$ cat src/rtl/alu_trace_capture.sv
// Trigger-based trace buffer for a datapath value: records samples into a circular
// buffer around a masked-compare trigger, then plays the window back oldest-first.
module alu_trace_capture #(
  parameter int DATA_W    = 32,
  parameter int DEPTH     = 16,
  parameter int POST_TRIG = 8,
  localparam int AW = $clog2(DEPTH),
  localparam int CW = $clog2(DEPTH) + 1
) (
  input  logic              clk,
  input  logic              reset,
  input  logic [DATA_W-1:0] sample_i,
  input  logic              sample_vld_i,
  input  logic [DATA_W-1:0] trig_val_i,
  input  logic [DATA_W-1:0] trig_mask_i,
  input  logic              arm_i,
  input  logic              rd_req_i,
  output logic [DATA_W-1:0] rd_data_o,
  output logic              rd_vld_o,
  output logic [1:0]        state_o,
  output logic              triggered_o,
  output logic [CW-1:0]     count_o
);

  typedef enum logic [1:0] {
    S_IDLE  = 2'd0,
    S_ARMED = 2'd1,
    S_POST  = 2'd2,
    S_DONE  = 2'd3
  } state_t;

  state_t            r_state;
  logic [AW-1:0]     r_wr_ptr;
  logic [AW-1:0]     r_rd_ptr;
  logic [AW-1:0]     r_post_cnt;
  logic [CW-1:0]     r_count;
  logic              r_trig;
  logic              r_rd_vld;
  logic [DATA_W-1:0] r_rd_data;
  logic [DATA_W-1:0] r_buf [DEPTH];

  logic              w_hit;
  logic              w_capture;
  logic [AW-1:0]     w_wr_nxt;
  logic [CW-1:0]     w_fill_nxt;
  logic [AW-1:0]     w_oldest;

  always_comb begin
    w_hit      = sample_vld_i && (((sample_i ^ trig_val_i) & trig_mask_i) == '0);
    w_capture  = sample_vld_i && (r_state == S_ARMED || r_state == S_POST);
    w_wr_nxt   = r_wr_ptr + 1'b1;
    w_fill_nxt = (r_count == CW'(DEPTH)) ? r_count : r_count + 1'b1;
    // Oldest entry as seen after this cycle's write; a full buffer gives wr_nxt itself.
    w_oldest   = w_wr_nxt - w_fill_nxt[AW-1:0];
  end

  always_ff @(posedge clk) begin
    if (w_capture) r_buf[r_wr_ptr] <= sample_i;
  end

  always_ff @(posedge clk or negedge reset) begin
    if (!reset) begin
      r_state    <= S_IDLE;
      r_wr_ptr   <= '0;
      r_rd_ptr   <= '0;
      r_post_cnt <= '0;
      r_count    <= '0;
      r_trig     <= 1'b0;
      r_rd_vld   <= 1'b0;
      r_rd_data  <= '0;
    end else begin
      r_rd_vld <= 1'b0;
      case (r_state)
        S_IDLE, S_DONE: begin
          if (arm_i) begin
            r_state  <= S_ARMED;
            r_wr_ptr <= '0;
            r_rd_ptr <= '0;
            r_count  <= '0;
            r_trig   <= 1'b0;
          end else if (r_state == S_DONE && rd_req_i && r_count != '0) begin
            r_rd_data <= r_buf[r_rd_ptr];
            r_rd_vld  <= 1'b1;
            r_rd_ptr  <= r_rd_ptr + 1'b1;
            r_count   <= r_count - 1'b1;
            if (r_count == CW'(1)) r_state <= S_IDLE;
          end
        end
        S_ARMED: begin
          if (sample_vld_i) begin
            r_wr_ptr <= w_wr_nxt;
            r_count  <= w_fill_nxt;
            if (w_hit) begin
              r_trig <= 1'b1;
              if (POST_TRIG == 0) begin
                r_state  <= S_DONE;
                r_rd_ptr <= w_oldest;
              end else begin
                r_state    <= S_POST;
                r_post_cnt <= AW'(POST_TRIG);
              end
            end
          end
        end
        S_POST: begin
          if (sample_vld_i) begin
            r_wr_ptr   <= w_wr_nxt;
            r_count    <= w_fill_nxt;
            r_post_cnt <= r_post_cnt - 1'b1;
            if (r_post_cnt == AW'(1)) begin
              r_state  <= S_DONE;
              r_rd_ptr <= w_oldest;
            end
          end
        end
        default: r_state <= S_IDLE;
      endcase
    end
  end

  assign rd_data_o   = r_rd_data;
  assign rd_vld_o    = r_rd_vld;
  assign state_o     = r_state;
  assign triggered_o = r_trig;
  assign count_o     = r_count;

endmodule

$ cat config.mk
export PLATFORM = sky130hd
export DESIGN_NAME = alu_trace_capture
export DESIGN_NICKNAME = d
export VERILOG_FILES = /design/src/rtl/alu_trace_capture.sv
export SDC_FILE = /design/constraint.sdc
export NUM_CORES = 1
export LEC_CHECK = 0
export ABC_AREA = 0
export CORE_MARGIN = 4
export CORE_UTILIZATION = 40
export DETAILED_ROUTE_END_ITERATION = 10
export PLACE_DENSITY = 0.63
export SYNTH_ARGS = -nofsm -noshare
export SYNTH_HDL_FRONTEND = slang
export SYNTH_SLANG_ARGS = --single-unit
export TNS_END_PERCENT = 1
$ cat constraint.sdc
create_clock -name clk -period 3.2 [get_ports clk]
set_clock_uncertainty 0.15 [all_clocks]
set_input_delay 0.48 -clock clk [delete_from_list [all_inputs] [get_ports clk]]
set_output_delay 0.48 -clock clk [all_outputs]
set_load 0.02 [all_outputs]
# Word level (Yosys, flattened, before mapping)
# Memories as Yosys holds them, arrays and structs flattened. A register that Yosys moved wholly into a read port is not among the register bits.
# Index checks and enable logic that the tools add are counted.
# W data, S select, Z words.
# totals
reg_bits	21
mem_bits_rw	512
inputBits	101
output_inout_bits	41
wordCells	89
memories	1
# op_classes
add_sub_neg	6
n_eq_ne	15
n_mux	34
bitwise_logic	3
reduce_logical	22
# memory_table
memory	depth	word_bits	read_ports	rd_ports_with_merged_regs	write_ports	line	rtl
r_buf	16	32	1	1	1	40	logic [DATA_W-1:0] r_buf [DEPTH];
# ops
cell	n
$mux W4	9
$and A32 B32 Y32	1
$logic_not A32 Y1	1
$xor A32 B32 Y32	1
$pmux W4 S2	3
$mux W5	4
$mux W2	7
$reduce_and A4 Y1	3
$ne A2 B2 Y1 const B	5
$pmux W5 S2	1
$add A4 B1 Y4 const B	2
$mux W1	8
$ne A3 B3 Y1 const B	2
$pmux W2 S3	1
$reduce_and A3 Y1	2
$reduce_and A6 Y1	1
$reduce_bool A2 Y1	3
$add A5 B1 Y5 const B	1
$eq A5 B1 Y1 const B	1
$eq A5 B5 Y1 const B	1
$reduce_bool A5 Y1	1
$sub A5 B1 Y5 const B	1
$eq A2 B2 Y1 const B	2
$eq A4 B1 Y1 const B	1
other kinds (12)	18

# Longest topological paths before layout
# depth
word_depth	7
depth_mapped	10
depth_no_buf	10

# Worst setup path before layout
# OpenSTA, ideal clock, no wires.
# synth_timing
path_kind	reg2reg
startpoint	reg r_state[0], in the netlist state_o[0]
endpoint	mem r_buf[4][0], enable pin
setup_ns	0.392
t_arrival_ns	2.319
required_time_ns	2.658
path_slack_ns	0.339
path_stages_with_launch	6
path_buffers	1
synth_period_minus_slack_ns	2.861
path_cell_list	dfrtp_1 -> inv_1 -> ha_1 -> buf_2 -> nor4b_1 -> and2_1
# synth_via
elab_chain_len	5
elab_cells_between_ends	6
classes_between	eq/ne: 2; mux: 2; reduce/logical: 2
# synth_rtl
element	line	rtl
from (decl)	32	state_t r_state;
from (signal assigned)	63	r_state <= S_IDLE;
from (signal assigned)	76	r_state <= S_ARMED;
from (signal assigned)	86	if (r_count == CW'(1)) r_state <= S_IDLE;
$eq A2 B1 Y1 / $eq A2 B2 Y1 (equally long branches)	50	w_capture = sample_vld_i && (r_state == S_ARMED || r_state == S_POST);
$logic_or A1 B1 Y1 (*)	50	
$logic_and A1 B1 Y1 (*)	50	
$mux W1 (*)	58	if (w_capture) r_buf[r_wr_ptr] <= sample_i;
$mux W1 (not written as such) (*)	58	
to (decl)	40	
# Mark *: on every way between the ends. The rest lies on a longest branch, timed or not.

# Final worst setup path
# layout_timing
startpoint	reg r_state[0], in the netlist state_o[0]
endpoint	mem r_buf[8][8], enable pin
# Same word-level chain as after synthesis.

==> flow_summary.toml <==
[outcome]
status = "complete, no violations"

[final_layout]
n_fill_cell = 4740
layout_common_cells = "edfxtp_1, clkdlybuf4s50_1, mux4_2, mux2i_1, buf_4"
syn2layout_area_growth_pct = 22.33
multiInputGateArea_um2 = 5741
layout.cells.non_filler = 2280
final_common_cell = "edfxtp_1"
nets = 1596
drive_above_1_share = 0.2113
antenna_cells = 0
final-seq-area_um2 = 16710
final_util = 0.4944
finalInstanceArea_um2 = 27880

[critical_path]
worst-path-buf-inv = 2
cpMaxStageDelayCell = "nor4b_1"
path_delay_family = "simple AND/OR/NAND/NOR gates"
crit_type = "reg2reg"
path_cells = "inv_1 > ha_1 > nor4b_1 > and2_2 > buf_4"
cp_data_arrival_time_ns = 3.19
critPathMaxStageDelay_ns = 0.79
required_ns = 3.35
crit_path_end_kind = "register"
cp-start-kind = "register"
cp_max_fo = 18

[logic_synthesis]
yosysWarnings = 0
synth_fp_nets = 1360
ys.flop_type = "edfxtp_1"
synth-seq-cells = 565
synth.distinct_cells = 52
synth_area_um2 = 22790
synth_edf_count = 512
synthArstFlopShare = 0.09381
ys_seq_area_frac = 0.7328
netlist_instances = 1241
synth.avg_cell_area_um2 = 18.36

[route]
drt_first_pass_iters = 5
wirelength_mm = 57.17
post_drt_wl_per_cell_um = 25.07
via_per_inst = 5.494
ant_nets = 0
initialDrtViolationCount = 1432
drc = 0
via_count = 12530

[clock_tree]
cts-root-buf = "clkbuf_16"
numCtsBuffers = 56
cts_resized = 0
clk_pin_slew_ns = 0.06
cts_tree = "yes"
numClockSinks = 565
cts_buffer_depth = 3
post-cts-setup-buffers = 0
htreeDepth = 2
clk_latency_ns = 0.61

[timing]
worst_slack_ns = 0.1592
maxSlewHeadroom = 0.3361
rsz0062_at_grt = "false"
min_period_ns = 3.041
period_share = 0.9503
finalHoldViolCount = 0
setup_viol = 0
tns_ns = 0
fmax_ghz = 0.3289
finalMaxSlewViolations = 0
max_slew.worst_pin.slew_ns = 0.9959

[power]
p_per_area_nw_per_um2 = 816.6
leakage_nw = 9.391
max-vdd-ir-drop_mv = 0.4055

[floorplan]
io_pins = 142
die_h_um = 246.7
die_area_um2 = 60860
core_um2 = 56390
die_w_um = 246.7
start_util = 0.4042
num_rows = 87

[placement]
dp_hpwl_mm = 34.49
dpl-instance-area_um2 = 25930
io_buffers = 141
gp_congestion = 0.8366
dp_worst_setup_slack_ns = -0.05675
dp.cells = 2174

[global_routing]
grt_pass1_wl_mm = 83.79
gr-total-overflow = 0
track_usage = 0.1881
grt_max_degree = 53
grt_pass1_vias = 12600
antenna_found_initial = 0

[hold_path]
hold_class = "reg2reg"

[flow_run]
maxCapViolations = 0
-- power breakdown --
| group | leakage [nW] | internal [mW] | total, mW | switching [mW] |
|---|---|---|---|---|
| clock network | 0.943 | 4.17 | 6.88 | 2.72 |
| logic | 3.16 | 3.14 | 6.68 | 3.54 |
| registers | 5.29 | 8.66 | 9.20 | 0.539 |
| total | 9.39 | 16.0 | 22.8 | 6.80 |
-- sequential cells by signal, summed over array words and instances (netlist names) --
name	count
r_buf	512
rd_data_o	32
count_o	5
r_post_cnt	4
r_rd_ptr	4
r_wr_ptr	4
state_o	2
rd_vld_o	1
triggered_o	1
-- timing repair --
action / in CTS / in global routing
hold buffers: 1 / 0
setup endpoints to repair: 0 / 0
hold endpoints to repair: 23 / 0
-- logic make-up (layout without fill, tap and decap cells) --
| group | after synthesis | after routing | share of synthesized area |
|---|---|---|---|
| DFF | 565 | 565 | 0.7328 |
| muxes | 195 | 195 | 0.1391 |
| and+or+nand+nor | 173 | 173 | 0.03827 |
| AOI/OAI and AO/OA | 160 | 160 | 0.04634 |
| buffers and inverters | 86 | 369 | 0.01636 |
| xor gates and xnor gates | 44 | 44 | 0.01691 |
| adders and majority gates | 18 | 18 | 0.01021 |
-- tightest hold or removal path: stages, from the launching register on --
cell and delay [ns]:
dfrtp_1 0.34, nand2_1 0.05, o21ai_0 0.06
-- layer usage --
layer,wire [µm],up-vias,global-route usage
met3,4437,78,0.04381
met2,26370,468,0.2893
met4,1131,0,0.04372
met5,0,-,0
met1,25230,6521,0.2749
li1,-,5459,-
-- metrics by stage --
stage | power, mW | hold WS [ns]
finish | 22.77 | 0.3294
global route | 23.86 | 0.3671
CTS | 23.01 | 0.3371
detailed placement | 16.11 | 0.3234
global placement | 15.99 | 0.3175
floorplan | 13.53 | 0.03441
-- Yosys cell counts, types with 3 or more instances --
cell	count	area [µm²]
a22oi_1	18	135.1
buf_4	3	22.52
nor2b_1	33	206.5
xor2_1	37	324.1
mux2_2	14	157.7
nand2_1	75	281.5
mux2i_1	85	850.8
nor2_1	7	26.28
mux4_2	96	2162
o31ai_1	19	142.6
o221ai_1	17	148.9
a21oi_1	11	55.05
ha_1	17	212.7
o22ai_1	38	237.7
clkbuf_1	36	135.1
buf_2	24	120.1
nor4_1	3	18.77
dfrtp_1	53	1326
nand3_1	10	50.05
inv_1	18	67.56
and2_1	16	100.1
nor4b_1	3	26.28
nor3_1	8	40.04
nand2b_1	3	18.77
edfxtp_1	512	15370
nand4_1	4	25.02
o21ai_0	42	210.2
xnor2_1	7	61.31
or3_1	4	25.02
-- area by class of cell --
type / count / share of cell area
clock buffer: 82 / 0.05556
clock inverter: 23 / 0.01414
inverter: 19 / 0.002558
multi-input combinational: 590 / 0.2059
sequential: 565 / 0.5995
tap: 756 / 0.03393
timing repair buffer: 245 / 0.08841
-- path summary, 6_finish.rpt --
check / from / end / slack (ns) / cells past startpoint
worst max-delay path: state_o[0] / r_buf[8][8] / 0.16 / 5
worst min-delay path: rd_data_o[10] / rd_data_o[10] / 0.33 / 2
worst max register to register: state_o[0] / r_buf[8][8] / 0.16 / 5
worst min register to register: rd_data_o[10] / rd_data_o[10] / 0.33 / 2
max in group asynchronous: reset / rd_data_o[0] / 1.65 / 3
min in group asynchronous: reset / rd_data_o[28] / 0.46 / 2
Power figures use the tool's default switching activity.
==> RTL edit, RTL diff (same settings) <==
Reset style: synchronous (`reset`), changed in one clocked block.
--- a/src/rtl/alu_trace_capture.sv
+++ b/src/rtl/alu_trace_capture.sv
@@ -60,3 +60,3 @@
 
-  always_ff @(posedge clk or negedge reset) begin
+  always_ff @(posedge clk) begin
     if (!reset) begin
Check against the original RTL: differs if reset is asserted again (counterexample within 4 cycles, from zero or initial values and one cycle with reset low); with reset held inactive, the same outputs for 4 cycles.
==> RTL edit against the original RTL <==
Non-clock buffer count fell by 10; sequential cell count is the same; synthesized area is 1.6% lower; design area is 0.93% lower; power shrank 13%; clock power up 1%; wire length about the same; count of clock-buffer cells in the layout decreased by 3; setup slack improved by 0.22 ns; largest power group unchanged; highest routed layer is now met5.
==> RTL edit: results (changes against the original RTL) <==
Sw Ratio: 25.2% (-4.7 points)
Rel. slew slack: 46.2% (+13 points)
Detailed Place HPWL: 35100 microns (+1.9%)
Ant diodes: 0 (unchanged)
Hold depth: 2 (unchanged)
Setup Fix Bufs, Post-CTS: 0 (unchanged)
Layout Nets: 1487 (-6.8%)
1st-iter DRT viols: 1281 (-11%)
Routability Congestion: 0.819 (-2.2%)
Dpl cells: 2058 (-5.3%)
Maximum clock path buffer count: 3 (unchanged)
Cells after synthesis: 1130 (-8.9%)
P_leak: 8.66 nW (-7.8%)
Layout cells sized above 1: 25.8% (+4.7 points)
Fill cell count: 4499 (-5.1%)
Seq/Total Area, Yosys: 73.3% (about the same)
Area contributors post-synth: edfxtp_1, mux4_2, dfxtp_1
Vias per cell: 5.47 (-0.35%)
Total CTS buffers: 56 (unchanged)
Gr usage total: 19.1% (+0.34 points)
Worst IR Drop VDD: 0.000414 V (+2.0%)
Global-route wire length before repair: 83800 microns (about the same)
Pin count of the biggest net entering global routing: 34 (-36%)
Initial antenna violation count: 3 (+3)
FFs w/ async S/R, synth: 0% (-9.4 points)
R2R depth: 11 (+6)
First drt pass iteration count: 7 (+2)
Routed wire length: 57200 microns (about the same)
HP Class: reg -> reg
Routed vias: 11800 (-5.5%)
Place WS: -0.0620 ns (-0.00529 ns)
Post-Syn Nets: 1249 (-8.2%)
Most flop-heavy register: r_buf
Max FO, Critical Path: 6 (-12)
Status: complete, no violations
Top cells by count, synth: edfxtp_1, mux4_2, nand2_1
Distinct cells, synth: 54 (+3.8%)
[RTL edit: critical path, stage by stage, from the launching register on]
cell,delay (ns)
dfxtp_1,0.38
inv_1,0.13
ha_1,0.19
nor4bb_1,0.43
xnor2_1,0.21
ha_1,0.21
inv_1,0.06
fa_1,0.43
xor2_1,0.15
a32oi_1,0.06
or2_0,0.22
a21oi_1,0.13
[RTL edit: kinds of logic after synthesis]
kind of cell             share of synthesized area (%)
AO/OA/AOI/OAI                                     3.13
buffers and inverters                             1.63
adder cells (fa/ha/maj)                           1.04
flip-flops                                        73.3
multiplexers                                      16.2
AND/OR/NAND/NOR                                   3.16
XOR/XNOR                                          1.52
[RTL edit: per-layer routing]
layer | GRT usage (%) | part of all wire (%) | vias to the layer above
li1 | - | - | 5104
met1 | 27.2 | 43 | 6196
met2 | 30.6 | 48 | 456
met3 | 3.79 | 7.1 | 73
met4 | 5.10 | 2.6 | 2
met5 | 0 | 0.019 | -
[RTL edit: final timing paths]
check | start | end | slack [ns]
worst max-delay path | count_o[1] | r_rd_ptr[2] | 0.38
worst min-delay path | rd_data_o[3] | rd_data_o[3] | 0.31
worst max register to register | count_o[1] | r_rd_ptr[2] | 0.38
worst min register to register | rd_data_o[3] | rd_data_o[3] | 0.31
[RTL edit: power by group through the flow]
stage,Combinational (W),Clock (W),Sequential (W)
floorplan,0.00309,0,0.00855
global placement,0.00422,0,0.00866
detailed placement,0.00427,0,0.00867
CTS,0.00429,0.00707,0.00852
global route,0.00456,0.00741,0.00854
finish,0.00423,0.00695,0.00852
[RTL edit: cell type report]
| cell class | instances | area [sq um] | area share [%] |
|---|---|---|---|
| sequential | 565 | 16400 | 59.5 |
| multi-input combinational | 491 | 5760 | 20.9 |
| timing repair buffer | 235 | 2440 | 8.84 |
| clock buffer | 79 | 1600 | 5.79 |
| tap | 748 | 936 | 3.39 |
| clock inverter | 24 | 365 | 1.32 |
| inverter | 19 | 71.3 | 0.258 |
[RTL edit: metrics by stage]
| stage | hold WS, ns | TNS [ns] | utilization [%] | instance area [sq um] |
|---|---|---|---|---|
| final | 0.305 | 0 | 49.9 | 27600 |
| after global routing | 0.323 | 0 | 49.9 | 27600 |
| after CTS | 0.309 | 0 | 49.9 | 27600 |
| after detailed placement | 0.300 | -0.0839 | 46.4 | 25700 |
| after global placement | 0.291 | -0.0813 | 46.4 | 25700 |
| after floorplan | 0.317 | -108.51 | - | 22400 |
